===== src/rtl/alu_seq.sv =====
`timescale 1ns/1ps
`default_nettype none
// ============================================================================
// Module   : alu_seq
// Purpose  : Sequential ALU. A START in IDLE captures A, B and OP. Single-cycle
//            ops (ADD/SUB/AND/OR/XOR/INC/DEC) finish in EXEC on the next edge.
//            MUL runs an unsigned shift-add over WIDTH edges. All outputs are
//            registered and hold until the next completion.
// Ports    : CLK        - clock, rising edge active
//            CLR_N      - asynchronous active-low reset
//            START      - operation request, sampled only in IDLE
//            OP[2:0]    - ADD,SUB,AND,OR,XOR,INC,DEC,MUL (000..111)
//            A, B       - operands, WIDTH bits
//            RESULT     - low result word
//            RESULT_HI  - high product word for MUL, 0 otherwise
//            FLAG_C/Z/V/N - carry, zero, signed overflow, negative
//            BUSY       - operation in progress
//            DONE       - one-cycle pulse, new results valid
// Revision : 1.0 - initial release
// ============================================================================
module alu_seq #(
    parameter int WIDTH = 8
) (
    input  logic             CLK,
    input  logic             CLR_N,
    input  logic             START,
    input  logic [2:0]       OP,
    input  logic [WIDTH-1:0] A,
    input  logic [WIDTH-1:0] B,
    output logic [WIDTH-1:0] RESULT,
    output logic [WIDTH-1:0] RESULT_HI,
    output logic             FLAG_C,
    output logic             FLAG_Z,
    output logic             FLAG_V,
    output logic             FLAG_N,
    output logic             BUSY,
    output logic             DONE
);

    localparam logic [1:0] C_ST_IDLE = 2'd0;
    localparam logic [1:0] C_ST_EXEC = 2'd1;
    localparam logic [1:0] C_ST_MUL  = 2'd2;

    localparam logic [2:0] C_OP_SUB = 3'b001;
    localparam logic [2:0] C_OP_AND = 3'b010;
    localparam logic [2:0] C_OP_OR  = 3'b011;
    localparam logic [2:0] C_OP_XOR = 3'b100;
    localparam logic [2:0] C_OP_INC = 3'b101;
    localparam logic [2:0] C_OP_DEC = 3'b110;
    localparam logic [2:0] C_OP_MUL = 3'b111;

    localparam logic [5:0] C_MUL_LAST = 6'(WIDTH - 1);

    logic [1:0]         state_q,  state_d;
    logic [WIDTH-1:0]   a_q,      a_d;
    logic [WIDTH-1:0]   b_q,      b_d;
    logic [2:0]         op_q,     op_d;
    logic [2*WIDTH-1:0] prod_q,   prod_d;
    logic [5:0]         cnt_q,    cnt_d;
    logic [WIDTH-1:0]   result_q, result_d;
    logic [WIDTH-1:0]   hi_q,     hi_d;
    logic               c_q, c_d, z_q, z_d, v_q, v_d, n_q, n_d;
    logic               busy_q,   busy_d;
    logic               done_q,   done_d;

    // Single-cycle datapath: every arithmetic op is folded into A + y + cin
    logic [WIDTH-1:0]   w_y;
    logic               w_cin;
    logic [WIDTH:0]     w_sum;
    logic               w_ovf;
    logic               w_logic;
    logic [WIDTH-1:0]   w_res;

    always_comb begin
        w_y     = b_q;
        w_cin   = 1'b0;
        w_logic = 1'b0;
        case (op_q)
            C_OP_SUB: begin w_y = ~b_q;        w_cin = 1'b1; end
            C_OP_INC: begin w_y = '0;          w_cin = 1'b1; end
            C_OP_DEC: begin w_y = '1;          w_cin = 1'b0; end
            default:  ;
        endcase
        w_sum = {1'b0, a_q} + {1'b0, w_y} + {{WIDTH{1'b0}}, w_cin};
        // Signed overflow: operands agree in sign but the sum does not
        w_ovf = (a_q[WIDTH-1] == w_y[WIDTH-1]) && (w_sum[WIDTH-1] != a_q[WIDTH-1]);
        w_res = w_sum[WIDTH-1:0];
        case (op_q)
            C_OP_AND: begin w_res = a_q & b_q; w_logic = 1'b1; end
            C_OP_OR:  begin w_res = a_q | b_q; w_logic = 1'b1; end
            C_OP_XOR: begin w_res = a_q ^ b_q; w_logic = 1'b1; end
            default:  ;
        endcase
    end

    // Shift-add step: high half accumulates A when the multiplier LSB is set,
    // then the whole product register shifts right taking the carry along.
    logic [WIDTH:0]     w_mul_sum;
    logic [2*WIDTH-1:0] w_prod_step;

    always_comb begin
        w_mul_sum   = {1'b0, prod_q[2*WIDTH-1:WIDTH]}
                    + (prod_q[0] ? {1'b0, a_q} : {(WIDTH+1){1'b0}});
        w_prod_step = {w_mul_sum, prod_q[WIDTH-1:1]};
    end

    always_comb begin
        state_d  = state_q;
        a_d      = a_q;
        b_d      = b_q;
        op_d     = op_q;
        prod_d   = prod_q;
        cnt_d    = cnt_q;
        result_d = result_q;
        hi_d     = hi_q;
        c_d      = c_q;
        z_d      = z_q;
        v_d      = v_q;
        n_d      = n_q;
        busy_d   = busy_q;
        done_d   = 1'b0;
        case (state_q)
            C_ST_IDLE: begin
                if (START) begin
                    a_d    = A;
                    b_d    = B;
                    op_d   = OP;
                    busy_d = 1'b1;
                    if (OP == C_OP_MUL) begin
                        state_d = C_ST_MUL;
                        prod_d  = {{WIDTH{1'b0}}, B};
                        cnt_d   = '0;
                    end else begin
                        state_d = C_ST_EXEC;
                    end
                end
            end
            C_ST_EXEC: begin
                result_d = w_res;
                hi_d     = '0;
                c_d      = w_logic ? 1'b0 : w_sum[WIDTH];
                v_d      = w_logic ? 1'b0 : w_ovf;
                z_d      = (w_res == '0);
                n_d      = w_res[WIDTH-1];
                done_d   = 1'b1;
                busy_d   = 1'b0;
                state_d  = C_ST_IDLE;
            end
            C_ST_MUL: begin
                prod_d = w_prod_step;
                cnt_d  = cnt_q + 6'd1;
                if (cnt_q == C_MUL_LAST) begin
                    result_d = w_prod_step[WIDTH-1:0];
                    hi_d     = w_prod_step[2*WIDTH-1:WIDTH];
                    c_d      = |w_prod_step[2*WIDTH-1:WIDTH];
                    v_d      = 1'b0;
                    z_d      = (w_prod_step == '0);
                    n_d      = w_prod_step[2*WIDTH-1];
                    done_d   = 1'b1;
                    busy_d   = 1'b0;
                    state_d  = C_ST_IDLE;
                end
            end
            default: begin
                state_d = C_ST_IDLE;
                busy_d  = 1'b0;
            end
        endcase
    end

    always_ff @(posedge CLK or negedge CLR_N) begin
        if (!CLR_N) begin
            state_q  <= C_ST_IDLE;
            a_q      <= '0;
            b_q      <= '0;
            op_q     <= '0;
            prod_q   <= '0;
            cnt_q    <= '0;
            result_q <= '0;
            hi_q     <= '0;
            c_q      <= 1'b0;
            z_q      <= 1'b0;
            v_q      <= 1'b0;
            n_q      <= 1'b0;
            busy_q   <= 1'b0;
            done_q   <= 1'b0;
        end else begin
            state_q  <= state_d;
            a_q      <= a_d;
            b_q      <= b_d;
            op_q     <= op_d;
            prod_q   <= prod_d;
            cnt_q    <= cnt_d;
            result_q <= result_d;
            hi_q     <= hi_d;
            c_q      <= c_d;
            z_q      <= z_d;
            v_q      <= v_d;
            n_q      <= n_d;
            busy_q   <= busy_d;
            done_q   <= done_d;
        end
    end

    assign RESULT    = result_q;
    assign RESULT_HI = hi_q;
    assign FLAG_C    = c_q;
    assign FLAG_Z    = z_q;
    assign FLAG_V    = v_q;
    assign FLAG_N    = n_q;
    assign BUSY      = busy_q;
    assign DONE      = done_q;

endmodule
`default_nettype wire


===== config.mk =====
export PLATFORM = sky130hd
export DESIGN_NAME = alu_seq
export DESIGN_NICKNAME = d
export VERILOG_FILES = /design/src/rtl/alu_seq.sv
export SDC_FILE = /design/constraint.sdc
export NUM_CORES = 1
export LEC_CHECK = 0
export ABC_AREA = 1
export ABC_CLOCK_PERIOD_IN_PS = 6500
export CORE_AREA = 3 3 78 153
export CTS_CLUSTER_DIAMETER = 50
export DETAILED_ROUTE_END_ITERATION = 6
export DIE_AREA = 0 0 81 156
export GPL_TIMING_DRIVEN = 1
export SYNTH_ARGS = -nofsm -noshare
export SYNTH_HDL_FRONTEND = slang
export SYNTH_SLANG_ARGS = --single-unit

===== constraint.sdc =====
create_clock -name CLK -period 6.5 [get_ports CLK]
set_input_delay 0.975 -clock CLK [delete_from_list [all_inputs] [get_ports CLK]]
set_output_delay 0.975 -clock CLK [all_outputs]
set_load 0.01 [all_outputs]

==> flow_metrics.py <==
metrics = {
    "timing": {
        "final-hold-violation-count": 0,
        "highest_attainable_clock_frequency_mhz": 302.8,
        "finalCriticalPeriod_ns": 3.302,
        "worst_pin_slew_ns": 0.8458,
        "tns_ns": 0,
        "final-setup-viol-count": 0,
        "max_slew_margin_pct": 43.61,
        "post_route_fraction_of_the_period_consumed_by_the_critical_path_pct": 50.80,
        "slew_viol_final": 0,
        "finalClockSkew_ns": 0.006235,
        "grt_setup_unrepaired": "false",
    },
    "route": {
        "drt-initial-drc-count": 173,
        "drc": 0,
        "detail_route.wirelength_mm": 11.82,
        "post_drt_wl_per_cell_um": 15.28,
        "detail-route-antenna-nets": 0,
        "drt_pass1_iterations": 5,
        "vias_per_cell": 5.028,
        "vias": 3892,
    },
    "yosys": {
        "synth_nets": 650,
        "ys_top_cells_by_count": "168 x sky130_fd_sc_hd__nand2_1, 91 x sky130_fd_sc_hd__inv_1, 65 x sky130_fd_sc_hd__dfrtp_1",
        "synth_enable_flop_cells": 0,
        "synth_top_cells_by_area": "sky130_fd_sc_hd__dfrtp_1 38%, sky130_fd_sc_hd__nand2_1 15%, sky130_fd_sc_hd__ha_1 11%",
        "synth_warnings": 0,
        "ys_types": 30,
        "synth.yosys.seq_area_share_pct": 38.09,
        "dominantRegCellSynth": "sky130_fd_sc_hd__dfrtp_1",
        "synthDominantAreaCellType": "sky130_fd_sc_hd__dfrtp_1",
        "yosys_register_bits": 65,
        "post_synth_inst_count": 589,
        "synth_top_area_share_pct": 38.09,
        "async_reset_ff_share_pct": 100.0,
        "yosys.cell_count.top_type": "sky130_fd_sc_hd__nand2_1",
        "syn_area_per_cell_sq_um": 7.250,
        "synthesis.area_sq_um": 4270,
    },
    "final_layout": {
        "antenna-diode-count": 0,
        "final_core_utilization_pct": 46.77,
        "syn2layout_area_growth_pct": 19.87,
        "share_of_final_layout_standard_cells_stronger_than_drive_strength_1_pct": 4.101,
        "stdcell_count": 774,
        "design.final.nets": 690,
    },
    "grt": {
        "grt_use_total_pct": 20.44,
        "antenna_found_initial": 0,
        "grt_first_pass_wirelength_mm": 19.32,
        "grt_start_max_net_pins": 66,
        "via_count_of_the_first_global_routing_pass": 3971,
        "globalRoute.totalOverflow": 0,
    },
    "floorplan": {
        "design.die.area_sq_um": 12640,
        "starting_density_of_the_core_pct": 39.01,
        "placement_rows": 54,
        "die_w_um": 81,
        "num_io_pins": 44,
        "floorplan.core_area_sq_um": 10950,
        "die_h_um": 156,
    },
    "cts": {
        "postCtsResizedCells": 0,
        "worstSkewPairLatency_ns": 0.33,
        "cts.htree.levels": 3,
        "clock_path_buffers": 2,
        "cts_sinks": 65,
        "cts-hold-fix-buffers": 0,
        "cts_root_buf": "sky130_fd_sc_hd__clkbuf_16",
        "cts.reportedPaths.clkPinSlew_ns": 0.06,
        "post_cts_buffers": 0,
        "cts_tree": "built",
        "cts-buffers-inserted": 9,
    },
    "hold_path": {
        "hold_class": "reg2reg",
        "holdPathStages": 2,
    },
    "setup_path": {
        "combined_buffer_and_inverter_count_along_the_critical_path": 3,
        "critical_path.endpoint_type": "flop",
        "critical_path.top_delay_family": "buffers and inverters",
        "start_kind": "flop",
        "cp.arrival_ns": 3.52,
        "critical_path.most_common_cell": "sky130_fd_sc_hd__inv_1",
        "setup.worst_path.class": "reg2reg",
        "worst_r2r_path_depth": 9,
        "critical_path_required_ns": 6.71,
        "path_cells": "inv_1, ha_1, inv_1, o21ai_2, inv_1, nor2_1, nand2_1, xor2_1, nor2_1",
        "path_depth": 9,
        "path_max_fanout": 23,
        "critical-path-max-stage-delay_ns": 0.75,
        "crit_path_top_delay_cell": "sky130_fd_sc_hd__o21ai_2",
    },
    "place": {
        "post-dp-hpwl_mm": 9.508,
        "dp_cells": 758,
        "buffer_ports.inserted": 43,
        "routabilityCongestion": 0.8668,
    },
    "run": {
        "max_cap_violations": 0,
    },
    "pwr": {
        "power_density_nw_per_um2": 543.0,
        "largest_vdd_supply_drop_mv": 0.2387,
        "power.leakage_nw": 2.615,
    },
    "run_status": {
        "outcome": "complete, no violations",
    },
}
==> cells in the final DEF (no fill, tap or decap), types with 2 or more instances in the layout <==
cell / n
sky130_fd_sc_hd__nand3b_1: 3
sky130_fd_sc_hd__clkdlybuf4s50_1: 42
sky130_fd_sc_hd__nand2_1: 168
sky130_fd_sc_hd__o22ai_1: 2
sky130_fd_sc_hd__dfrtp_1: 65
sky130_fd_sc_hd__nor3_1: 3
sky130_fd_sc_hd__o211ai_1: 2
sky130_fd_sc_hd__o2111ai_1: 2
sky130_fd_sc_hd__xor2_1: 4
sky130_fd_sc_hd__nand2_2: 2
sky130_fd_sc_hd__a21oi_1: 29
sky130_fd_sc_hd__nand3_1: 35
sky130_fd_sc_hd__inv_1: 91
sky130_fd_sc_hd__o21ai_0: 51
sky130_fd_sc_hd__bufinv_16: 2
sky130_fd_sc_hd__xnor2_1: 2
sky130_fd_sc_hd__clkbuf_16: 9
sky130_fd_sc_hd__ha_1: 36
sky130_fd_sc_hd__inv_2: 2
sky130_fd_sc_hd__fa_1: 3
sky130_fd_sc_hd__nand4_1: 4
sky130_fd_sc_hd__a31oi_1: 10
sky130_fd_sc_hd__clkinv_1: 2
sky130_fd_sc_hd__nor2_1: 52
==> kinds of logic (layout without fill, tap and decap cells) <==
group,after synthesis,in the layout,synth area share [%]
AOI/OAI and AO/OA,98,98,12.28
xor gates and xnor gates,6,6,1.231
adders and majority gates,39,39,11.95
buffers and inverters,110,155,10.20
DFF,65,65,38.09
and+or+nand+nor,271,271,26.25
==> where the power goes <==
part           switching (W)  internal, W
registers           0.000143     0.000550
logic                0.00100     0.000560
clock network       0.000185     0.000337
total                0.00133      0.00145
==> registers in the layout, indices dropped and copies added (netlist names), 2 cells and up <==
| name | cells |
|---|---|
| cnt_q | 6 |
| RESULT | 8 |
| RESULT_HI | 8 |
| a_q | 8 |
| op_q | 3 |
| prod_q | 16 |
| b_q | 8 |
| state_q | 2 |
==> per-stage QoR <==
stage               hold WS, ns  cell area (sq um)  power, W  setup WS [ns]
detailed placement       0.4670               4800  0.002269          3.245
global route             0.5020               5119  0.003071          2.775
CTS                      0.4825               5119  0.002802          3.238
global placement         0.4658               4800  0.002250          3.263
floorplan                0.4594               4270  0.001747          3.928
finish                   0.4753               5119  0.002779          3.198
==> cell type report <==
cell class / instances / area (sq um)
Inverter: 95 / 356.6
Sequential cell: 65 / 1627
Fill cell: 1144 / 5827
Tap cell: 140 / 175.2
Multi-Input combinational cell: 414 / 2208
Timing Repair Buffer: 44 / 432.9
Clock buffer: 10 / 229.0
Clock inverter: 6 / 90.09
==> layer usage <==
metal  track usage [%]  vias up  wire, um
li1                  -     1956         -
met1             20.38     1792      4279
met2             36.13       94      6217
met3             3.237       50       339
met4             16.28        0       986
met5                 0        -         0
==> worst paths after layout <==
check | from | endpoint | slack (ns)
min reg2reg | FLAG_C | FLAG_C | 0.48
max in group asynchronous | CLR_N | a_q[0] | 5.11
min in group asynchronous | CLR_N | FLAG_V | 0.83
max reg2reg | state_q[0] | cnt_q[4] | 3.20
max | state_q[0] | cnt_q[4] | 3.20
min | FLAG_C | FLAG_C | 0.48
==> worst register-to-register path: cells and delay by family (launching register included) <==
kind / cells / cell delay [ns]
xor+xnor: 1 / 0.14
buf+inv: 3 / 0.94
simple gates: 3 / 0.37
flops: 1 / 0.38
fa+ha+maj: 1 / 0.61
compound gates: 1 / 0.75
(Power assumes the default switching activity.)
